[config.mk]
export PLATFORM = sky130hd
export DESIGN_NAME = mem_port_arbiter_flat
export DESIGN_NICKNAME = d
export VERILOG_FILES = /design/src/rtl/mem_port_arbiter_if.sv /design/src/rtl/mem_port_arbiter.sv /design/src/flat_wrapper.sv
export SDC_FILE = /design/constraint.sdc
export NUM_CORES = 1
export LEC_CHECK = 0
export ABC_AREA = 1
export CAP_MARGIN = 10
export CORE_UTILIZATION = 25
export DETAILED_ROUTE_END_ITERATION = 10
export GPL_ROUTABILITY_DRIVEN = 0
export PLACE_DENSITY = 0.81
export SLEW_MARGIN = 0
export SYNTH_ARGS = -nofsm -noshare
export SYNTH_HDL_FRONTEND = slang
export SYNTH_SLANG_ARGS = --single-unit
[constraint.sdc]
create_clock -name clk -period 2 [get_ports clk]
set_input_delay 0.3 -clock clk [delete_from_list [all_inputs] [get_ports clk]]
set_output_delay 0.3 -clock clk [all_outputs]
set_load 0.02 [all_outputs]
[src/rtl/mem_port_arbiter_if.sv]
// mem_port_arbiter_if: one requester's access channel into the memory port arbiter
interface mem_port_arbiter_if #(
    parameter int ADDR_W = 16,
    parameter int DATA_W = 16
);
    logic              req;
    logic              we;
    logic              lock;
    logic [ADDR_W-1:0] addr;
    logic [DATA_W-1:0] wdata;
    logic              gnt;
    logic              rvalid;
    logic [DATA_W-1:0] rdata;
    modport master (output req, we, lock, addr, wdata, input gnt, rvalid, rdata);
    modport slave  (input req, we, lock, addr, wdata, output gnt, rvalid, rdata);
endinterface

[src/rtl/mem_port_arbiter.sv]
// mem_port_arbiter: shares one memory read/write port between two requesters with
// round-robin fairness, bounded lock for atomic runs, and tagged read-data return.
module mem_port_arbiter #(
    parameter int ADDR_W       = 16,
    parameter int DATA_W       = 16,
    parameter int READ_LATENCY = 1,
    parameter int LOCK_MAX     = 8
) (
    input  logic                clk,
    input  logic                reset_n,
    mem_port_arbiter_if.slave   m0,
    mem_port_arbiter_if.slave   m1,
    output logic                mem_ren,
    output logic [ADDR_W-1:0]   mem_raddr,
    input  logic [DATA_W-1:0]   mem_rdata,
    output logic                mem_wen,
    output logic [ADDR_W-1:0]   mem_waddr,
    output logic [DATA_W-1:0]   mem_wdata
);
    localparam int CW = $clog2(LOCK_MAX + 1);
    localparam logic [CW-1:0] LMAX = CW'(LOCK_MAX);
    logic                    r_last;
    logic                    r_locked;
    logic [CW-1:0]           r_cnt;
    logic [READ_LATENCY-1:0] r_vld;
    logic [READ_LATENCY-1:0] r_own;
    logic                    w_sel;
    logic                    w_gnt0;
    logic                    w_gnt1;
    logic                    w_any;
    logic                    w_we;
    logic                    w_lock;
    logic                    w_other;
    logic [ADDR_W-1:0]       w_addr;
    logic [CW-1:0]           w_cnt_base;
    logic [CW-1:0]           w_cnt_nxt;
    // w_sel picks the candidate requester (1 = M1); the lock only sways ties
    always_comb begin
        w_sel      = (m0.req & m1.req) ? ((r_locked & (r_cnt < LMAX)) ? r_last : ~r_last) : m1.req;
        w_gnt0     = reset_n & m0.req & ~w_sel;
        w_gnt1     = reset_n & m1.req & w_sel;
        w_any      = w_gnt0 | w_gnt1;
        w_we       = w_sel ? m1.we : m0.we;
        w_lock     = w_sel ? m1.lock : m0.lock;
        w_other    = w_sel ? m0.req : m1.req;
        w_addr     = w_sel ? m1.addr : m0.addr;
        w_cnt_base = (w_sel == r_last && w_lock) ? r_cnt : '0;
        w_cnt_nxt  = (w_lock & w_other & (w_cnt_base != LMAX)) ? w_cnt_base + 1'b1 : w_cnt_base;
    end
    assign m0.gnt    = w_gnt0;
    assign m1.gnt    = w_gnt1;
    assign mem_ren   = w_any & ~w_we;
    assign mem_wen   = w_any & w_we;
    assign mem_raddr = w_addr;
    assign mem_waddr = w_addr;
    assign mem_wdata = w_sel ? m1.wdata : m0.wdata;
    assign m0.rvalid = r_vld[READ_LATENCY-1] & ~r_own[READ_LATENCY-1];
    assign m1.rvalid = r_vld[READ_LATENCY-1] & r_own[READ_LATENCY-1];
    assign m0.rdata  = mem_rdata;
    assign m1.rdata  = mem_rdata;
    // Idle cycle means the lock owner dropped its request, which releases the lock
    always_ff @(posedge clk or negedge reset_n) begin
        if (!reset_n) begin
            r_last   <= 1'b1;
            r_locked <= 1'b0;
            r_cnt    <= '0;
            r_vld    <= '0;
            r_own    <= '0;
        end else begin
            r_vld[0] <= mem_ren;
            r_own[0] <= w_sel;
            for (int i = 1; i < READ_LATENCY; i++) begin
                r_vld[i] <= r_vld[i-1];
                r_own[i] <= r_own[i-1];
            end
            if (w_any) begin
                r_last   <= w_sel;
                r_locked <= w_lock;
                r_cnt    <= w_cnt_nxt;
            end else begin
                r_locked <= 1'b0;
                r_cnt    <= '0;
            end
        end
    end
endmodule

[src/flat_wrapper.sv]
// flat-port wrapper written by rule: the top's interface ports become plain ports
module mem_port_arbiter_flat 
#(
    parameter int ADDR_W       = 16,
    parameter int DATA_W       = 16,
    parameter int READ_LATENCY = 1,
    parameter int LOCK_MAX     = 8
)
  (clk, reset_n, mem_ren, mem_raddr, mem_rdata, mem_wen, mem_waddr, mem_wdata, m0_req, m0_we, m0_lock, m0_addr, m0_wdata, m0_gnt, m0_rvalid, m0_rdata, m1_req, m1_we, m1_lock, m1_addr, m1_wdata, m1_gnt, m1_rvalid, m1_rdata);
  mem_port_arbiter_if #(.ADDR_W(ADDR_W), .DATA_W(DATA_W)) m0_i ();
  mem_port_arbiter_if #(.ADDR_W(ADDR_W), .DATA_W(DATA_W)) m1_i ();
  input  logic clk;
  input  logic reset_n;
  output logic mem_ren;
  output logic [ADDR_W-1:0] mem_raddr;
  input  logic [DATA_W-1:0] mem_rdata;
  output logic mem_wen;
  output logic [ADDR_W-1:0] mem_waddr;
  output logic [DATA_W-1:0] mem_wdata;
  input wire logic [$bits(m0_i.req)-1:0] m0_req;
  input wire logic [$bits(m0_i.we)-1:0] m0_we;
  input wire logic [$bits(m0_i.lock)-1:0] m0_lock;
  input wire logic [$bits(m0_i.addr)-1:0] m0_addr;
  input wire logic [$bits(m0_i.wdata)-1:0] m0_wdata;
  output wire logic [$bits(m0_i.gnt)-1:0] m0_gnt;
  output wire logic [$bits(m0_i.rvalid)-1:0] m0_rvalid;
  output wire logic [$bits(m0_i.rdata)-1:0] m0_rdata;
  input wire logic [$bits(m1_i.req)-1:0] m1_req;
  input wire logic [$bits(m1_i.we)-1:0] m1_we;
  input wire logic [$bits(m1_i.lock)-1:0] m1_lock;
  input wire logic [$bits(m1_i.addr)-1:0] m1_addr;
  input wire logic [$bits(m1_i.wdata)-1:0] m1_wdata;
  output wire logic [$bits(m1_i.gnt)-1:0] m1_gnt;
  output wire logic [$bits(m1_i.rvalid)-1:0] m1_rvalid;
  output wire logic [$bits(m1_i.rdata)-1:0] m1_rdata;
  assign m0_i.req = m0_req;
  assign m0_i.we = m0_we;
  assign m0_i.lock = m0_lock;
  assign m0_i.addr = m0_addr;
  assign m0_i.wdata = m0_wdata;
  assign m0_gnt = m0_i.gnt;
  assign m0_rvalid = m0_i.rvalid;
  assign m0_rdata = m0_i.rdata;
  assign m1_i.req = m1_req;
  assign m1_i.we = m1_we;
  assign m1_i.lock = m1_lock;
  assign m1_i.addr = m1_addr;
  assign m1_i.wdata = m1_wdata;
  assign m1_gnt = m1_i.gnt;
  assign m1_rvalid = m1_i.rvalid;
  assign m1_rdata = m1_i.rdata;
  mem_port_arbiter #(.ADDR_W(ADDR_W), .DATA_W(DATA_W), .READ_LATENCY(READ_LATENCY), .LOCK_MAX(LOCK_MAX)) u_core (.clk(clk), .reset_n(reset_n), .m0(m0_i), .m1(m1_i), .mem_ren(mem_ren), .mem_raddr(mem_raddr), .mem_rdata(mem_rdata), .mem_wen(mem_wen), .mem_waddr(mem_waddr), .mem_wdata(mem_wdata));
endmodule
Word level (Yosys, flattened, before mapping)
Cells that the tools add are included.
Cells by class
  equal/unequal tests: 2
  add/sub/neg operators: 1
  reduce and logical (&&, ||, !) cells: 1
  mux-type cells: 11
  order comparisons: 1
  bitwise logic cells: 17
Operators by type and width (number)
  16-bit 2-to-1 mux: 2
  1-bit AND: 12
  4-bit 2-to-1 mux: 3
  1-bit 2-to-1 mux: 6
  4-bit by 1-bit adder with 4-bit output, second input constant: 1
  4-bit less-than comparator, second input constant: 1
  4-bit != test, second input constant: 1
  1-bit NOT: 4
  1-bit == test: 1
  1-bit logical AND: 1
  1-bit OR: 1
Word-level totals
  input port bits: 88
  logic and storage cells: 38
  output and inout port bits: 86
  register bits: 8

Depth between registers and ports, before layout
Gate-level depths: netlist of the first run.
  depth after elaboration: 11
  mapped depth: 15
  gate-level depth less buffers: 14

Worst setup path before layout of the first run
OpenSTA, ideal clock, no wires.
  path type: reg-to-output
  start point: register u_core.r_last
  end point: output port mem_waddr[11]
  path buffers: 2
  setup slack: 0.135 ns
  stages on the path, launching flop included: 9
  arrival time: 1.565 ns
  path through: dfstp_2 > nand3_1 > nand3_2 > nand2_2 > inv_2 > clkbuf_1 > nand2_1 > nand2_1 > buf_4
On the way
  cells in the longest elaborated chain, start to end: 4
Ends and longest elaborated chain
  from (decl): RTL line mem_port_arbiter.sv:22  | logic r_last;
  from (signal assigned): RTL line mem_port_arbiter.sv:77  | r_last <= w_sel;
  1-bit NOT: RTL line mem_port_arbiter.sv:39  | w_sel = (m0.req & m1.req) ? ((r_locked & (r_cnt < LMAX)) ? r_last : ~r_last) : m1.req;
  1-bit 2-to-1 mux (*) (2 in series): RTL line mem_port_arbiter.sv:39
  16-bit 2-to-1 mux (*): RTL line mem_port_arbiter.sv:46  | w_addr = w_sel ? m1.addr : m0.addr;
  to (decl): RTL line flat_wrapper.sv:18  | output logic [ADDR_W-1:0] mem_waddr;
Mark *: on every way between the ends. The rest lies on a longest branch, timed or not.

Worst setup path in the final report of the first run
  start point: register u_core.r_last
  end point: output port mem_ren
On the way
  cells in the longest elaborated chain, start to end: 7
  elaborated cells between the ends (all ways): 10
Ends and longest elaborated chain
  1-bit NOT: RTL line mem_port_arbiter.sv:39
  1-bit 2-to-1 mux (*) (2 in series): RTL line mem_port_arbiter.sv:39
  1-bit NOT: RTL line mem_port_arbiter.sv:40  | w_gnt0 = reset_n & m0.req & ~w_sel;
  1-bit AND: RTL line mem_port_arbiter.sv:40
  1-bit OR: RTL line mem_port_arbiter.sv:42  | w_any = w_gnt0 | w_gnt1;
  1-bit AND (*): RTL line mem_port_arbiter.sv:52  | assign mem_ren = w_any & ~w_we;
  to (decl): RTL line flat_wrapper.sv:14  | output logic mem_ren;
Marks and branches as above.

==> flow_summary.ini, run 1 <==
[status]
status = complete, but fails checks
violations = negative setup slack

[finish]
finalCoreUtilization_pct = 53.8
area.growth.synth_to_final_pct = 104
postLayoutCellArea_um2 = 2590
fin_cells = 398
fillers = 475
final_nets = 421
layout-drive-gt1-share_pct = 38.4
diodes = 0

[yosys]
synth_xor_area_share_pct = 0
synthSimpleGateAreaFrac_pct = 43.6
yosys_warnings = 0
synthFlopType = dfrtp_1
synth_compound_area_share_pct = 3.34
seq_area_frac_synth_pct = 15.8
synth_top_family_by_area = simple AND/OR/NAND/NOR gates
muxShareOfSynthArea_pct = 0
synth-seq-cells = 8
postSynthAreaPerCell_um2 = 5.78
synth_fp_nets = 309
synthCells = 220
synthAdderAreaFrac_pct = 0.983
synth_cell_types = 23
synth_edf_count = 0
synthesis.area_um2 = 1270
async_reset_ff_share_pct = 100

[die]
rows = 25
boundaryPins = 174
die-area_um2 = 5380
core_area_um2 = 4820
dieHeight_um = 73.3
initial_utilization_pct = 26.4
die_x_um = 73.3

[sta]
maxSlewViolCount = 0
worst_slew_pin_slew_ns = 0.210
finalSetupViolCount = 2
hold_violations = 0
worst_slew_margin_rel_pct = 85.9
fmax_mhz = 482
post-route-min-period_ns = 2.08
whs_ns = 0.382
rsz0062_at_grt = true
finalSetupTns_ns = -0.0803
fin_skew_ns = 0.00356
fin_crit_sh_pct = 104
timing.final.ws_setup_ns = -0.0757

[clock_network]
holdBufCountCts = 0
clock_latency_ns = 0.23
cts_root_buffer = clkbuf_8
max-clock-path-buffers = 2
cts_sinks = 8
h-tree-depth = 1
cts_buffers = 3
cts_tree = built
clk_pin_slew_ns = 0.05

[route]
ant_nets = 0
drc = 0
detail_route.first_pass.iterations = 4
first_iter_violations = 53
drt-total-wl_um = 4830
via_per_inst = 4.12
wire_per_inst_um = 12.1
routed-via-count = 1638

[setup_path]
critPathArrivalTime_ns = 1.78
cp.required_ns = 1.70
worst-setup-path-type = flip-flop to output port
critPathLaunch = u_core.r_last
start_kind = flip-flop
critPathMaxFanout = 3
endpoint_kind = output port
r2r_start = u_core.r_last

[place]
place_ws_ns = -0.634
place_inst = 377
hpwl_um = 3720
port_buffers = 125
placed_area_um2 = 2380

[power_and_ir_drop]
power_switching_uw = 437
p_int_uw = 711
powerDensity_nw_per_um2 = 443
p_total_mw = 1.15
p_comb_share_pct = 65.6
ir_drop_mv = 0.194
p_clk_share_pct = 18.8
leakage_nw = 1.35
switching_share_pct = 38.0
p_seq_share_pct = 15.6

[global_routing]
grt_remaining_overflow = 0
antenna_found_initial = 0
grt_max_degree = 21
grtUsageTotal_pct = 16.9
grt_pass1_wl_um = 6980
grt_pass1_vias = 1638

[hold_path]
min_path_type = input port to asynchronous set/reset pin

[run]
cap_violations = 0
worst max-delay path, stage by stage (launching register included):
cell	delay (ns)
dfstp_2	0.55
inv_2	0.06
nand2_4	0.07
nand3_4	0.08
nand2_4	0.10
inv_4	0.04
or2_0	0.18
o21ai_1	0.11
inv_1	0.07
nor2_2	0.15
buf_6	0.14
timing repair:
action / in CTS / in global routing
pin swaps: 9 / 7
setup buffers: 17 / 2
endpoints found under the hold margin: 0 / 0
gates resized for setup: 203 / 103
gates cloned: 0 / 1
setup endpoints to repair: 53 / 56
power by group through the flow:
stage / registers [mW] / clock network [mW] / logic, mW
finish: 0.179 / 0.216 / 0.753
global route: 0.179 / 0.229 / 0.808
CTS: 0.178 / 0.219 / 0.688
detailed placement: 0.180 / 0 / 0.696
global placement: 0.180 / 0 / 0.690
floorplan: 0.179 / 0 / 0.419
sequential cells by signal (all words and copies together), names as in the netlist:
register / cells
u_core.r_cnt: 4
u_core.r_locked: 1
u_core.r_own: 1
u_core.r_vld: 1
u_core.r_last: 1
path summary, 6_finish.rpt:
kind / endpoint / slack (ns) / depth (start not counted)
setup / recovery: mem_ren / -0.08 / 10
hold / removal: u_core.r_vld / 0.38 / 2
min in group clk: u_core.r_own / 0.52 / 4
max in group asynchronous: u_core.r_last / 1.40 / 2
hold reg to reg: u_core.r_cnt[3] / 0.56 / 2
setup reg to reg: u_core.r_cnt[1] / 0.06 / 12
synthesized netlist by cell type (2+ instances only):
library cell	instances	area share, %
nor2_4	2	1.8
nand3_1	3	1.2
inv_2	6	1.8
clkbuf_1	3	0.88
a21oi_2	3	2.1
nand2_1	109	32
nand3_2	2	1.6
inv_1	11	3.2
dfrtp_1	7	14
buf_4	48	28
buf_2	3	1.2
nand2_2	4	2.0
nor2_1	9	2.7
metal layers:
layer	GRT usage (%)	up-vias	wire (um)	part of all wire, %
met5	0	-	0	0
met4	6.84	0	72	1.5
met3	3.57	15	426	8.8
met2	33.8	101	2720	56
met1	16.5	694	1620	33
li1	-	828	-	-
layout by cell type (no fill, tap or decap), types with 2 or more instances in the layout:
cell              n
nor2_4            3
nor2_1            7
buf_2             5
nand2_2          12
nand2_1          99
nand2_4           3
nor2_2            2
dlygate4sd2_1     2
buf_12            4
inv_1             9
buf_4            57
buf_6            21
dfrtp_1           7
clkdlybuf4s50_1  71
inv_2             7
a21oi_2           3
nand3_1           2
nand3_2           2
clkbuf_8          3
final cells by class:
class                   instances  area, um2  share of cell area, %
flip-flops and latches          8        201                   7.77
well taps                      67       83.8                   3.24
repair buffers                162       1530                   59.0
inverters                      17       66.3                   2.56
clock buffers                   4       45.0                   1.74
multi-input cells             140        667                   25.7
logic make-up (layout without fill, tap and decap cells):
logic type | count (synthesis) | in the layout
adders and majority gates | 1 | 1
and+or+nand+nor | 133 | 133
buffers and inverters | 72 | 183
DFF | 8 | 8
AOI/OAI and AO/OA | 6 | 6
Power figures use the tool's default switching activity.
==> run 2, diff against run 1 <==
--- a/config.mk
+++ b/config.mk
@@ -8,6 +8,7 @@
 export ABC_AREA = 1
 export CAP_MARGIN = 10
 export CORE_UTILIZATION = 25
+export CTS_BUF_LIST = sky130_fd_sc_hd__clkbuf_4
 export DETAILED_ROUTE_END_ITERATION = 10
 export GPL_ROUTABILITY_DRIVEN = 0
 export PLACE_DENSITY = 0.81
==> flow_summary.ini, run 2 (same netlist as run 1, synthesis figures left out) <==
[status]
status = complete, but fails checks
violations = negative setup slack

[setup_path]
r2r_start = u_core.r_last
r2r_cells = 12
endpoint_kind = output port
worst-setup-path-type = flip-flop to output port
max_stage_delay_ns = 0.55
reg2reg_setup_slack_ns = 0.08
timing.rr.end = u_core.r_cnt[1]
cpMaxStageDelayCell = dfstp_2
critPathArrivalTime_ns = 1.77
cp.required_ns = 1.70
crit_chain = inv_2 -> nand2_2 -> nand3_2 -> nand2_4 -> inv_4 -> or2_0 -> o21ai_1 -> inv_1 -> nor2_2 -> buf_6
start_kind = flip-flop
cp_num_buf_inv = 4
path_delay_family = simple AND/OR/NAND/NOR gates
critPathMaxFanout = 3

[finish]
multiInputGateArea_um2 = 634
fin_cells = 391
fillers = 481
most-common-layout-cells = 105 x nand2_1, 71 x clkdlybuf4s50_1, 42 x buf_4
regMostFlops = u_core.r_cnt
layout_commonest_cell = nand2_1
register_area_um2 = 201
diodes = 0
area.growth.synth_to_final_pct = 92.7
layout-drive-gt1-share_pct = 34.9
largest_reg_flops = 4
final_nets = 414

[sta]
worst_slew_margin_rel_pct = 86.0
rsz0062_at_grt = true
fin_skew_ns = 0.00421
fmax_mhz = 484
fin_crit_sh_pct = 103
hold_violations = 0
worst_slew_pin_slew_ns = 0.210
maxSlewViolCount = 0
finalSetupViolCount = 14
timing.final.ws_setup_ns = -0.0660
post-route-min-period_ns = 2.07
whs_ns = 0.346

[place]
hpwl_um = 3720
place_inst = 377
place_ws_ns = -0.634
port_buffers = 125

[die]
die_x_um = 73.3
boundaryPins = 174
rows = 25
dieHeight_um = 73.3
initial_utilization_pct = 26.4
core_area_um2 = 4820
die-area_um2 = 5380

[route]
ant_nets = 0
via_per_inst = 4.13
wire_per_inst_um = 11.6
drc = 0
first_iter_violations = 44
detail_route.first_pass.iterations = 4
routed-via-count = 1613
drt-total-wl_um = 4540

[clock_network]
cts_buffers = 3
max-clock-path-buffers = 2
cts_root_buffer = clkbuf_4
clock_latency_ns = 0.26
cts_tree = built
cts_sinks = 8
clk_pin_slew_ns = 0.07
h-tree-depth = 1

[global_routing]
met2_usage_pct = 32.4
grt_util_met1_pct = 15.5
grt-busiest-layer = met2
grt_pass1_vias = 1597
grtUsageTotal_pct = 16.1
antenna_found_initial = 0
use_met3_pct = 3.98
grt_remaining_overflow = 0
grt_max_degree = 21
grt_pass1_wl_um = 6710

[power_and_ir_drop]
switching_share_pct = 39.7
p_comb_share_pct = 67.4
power_switching_uw = 408
p_int_uw = 619
powerDensity_nw_per_um2 = 419
p_seq_share_pct = 17.3
leakage_nw = 1.26
p_clk_share_pct = 15.3
ir_drop_mv = 0.178

[hold_path]
min_path_type = input port to asynchronous set/reset pin

[run]
cap_violations = 0
## run 2: changes by cell type in the layout (fill, tap and decap cells not counted), sizes merged
cell and change:
buf -20, clkbuf -1, clkdlybuf4s15 +14
## run 2: final cells by class
type                            instances  area share, %
Timing Repair Buffer                  155           58.6
Sequential cell                         8           8.21
Clock buffer                            4           1.22
Multi-Input combinational cell        140           25.9
Tap cell                               67           3.42
Inverter                               17           2.70
## run 2: worst reg2reg max path, stage by stage, from the launching register on
cell     delay, ns
dfstp_2       0.55
inv_2         0.04
buf_4         0.12
buf_4         0.12
buf_4         0.12
buf_4         0.13
nand2_2       0.05
nand2_2       0.06
nand2_4       0.10
nor2_4        0.04
ha_1          0.29
nor2_1        0.12
nor2_1        0.06
## run 2: how the worst max path moves through the flow
stage,slack (ns),endpoint,depth (start not counted),startpoint
global placement,-0.59,mem_ren,11,m1_req
global route,-0.16,mem_ren,10,u_core.r_last
floorplan,0.14,mem_waddr[11],8,u_core.r_last
finish,-0.07,mem_ren,10,u_core.r_last
CTS,-0.09,mem_ren,10,u_core.r_last
detailed placement,-0.63,mem_ren,11,m1_req
## run 2: per-stage QoR
stage	TNS (ns)	area [um2]	util, %	power (mW)
after floorplan	0	1270	-	0.598
after global placement	-25.36	2380	49.5	0.870
after detailed placement	-26.31	2380	49.5	0.876
after CTS	-1.13	2460	51.0	1.03
after global routing	-3.79	2450	50.9	1.09
final	-0.435	2450	50.9	1.03
## run 2: metal layers
layer	share of wire, %	routed length (um)	vias up
li1	-	-	814
met1	34	1550	686
met2	54	2460	98
met3	10	460	15
met4	1.6	72	0
met5	0	0	-
## run 2: timing repair
action / CTS / global route
hold buffers: 0 / 0
cloned: 0 / 0
pin swaps: 2 / 5
gates resized for setup: 220 / 27
buffers inserted: 11 / 0
setup endpoints to repair: 52 / 53
endpoints found under the hold margin: 0 / 0
## run 2: power groups by stage
stage          Sequential [mW]  Combinational, mW  Clock (mW)
5_1_grt                  0.178              0.745       0.171
4_1_cts                  0.177              0.688       0.163
3_3_place_gp             0.180              0.690           0
3_5_place_dp             0.180              0.696           0
6_report                 0.178              0.692       0.158
2_1_floorplan            0.179              0.419           0
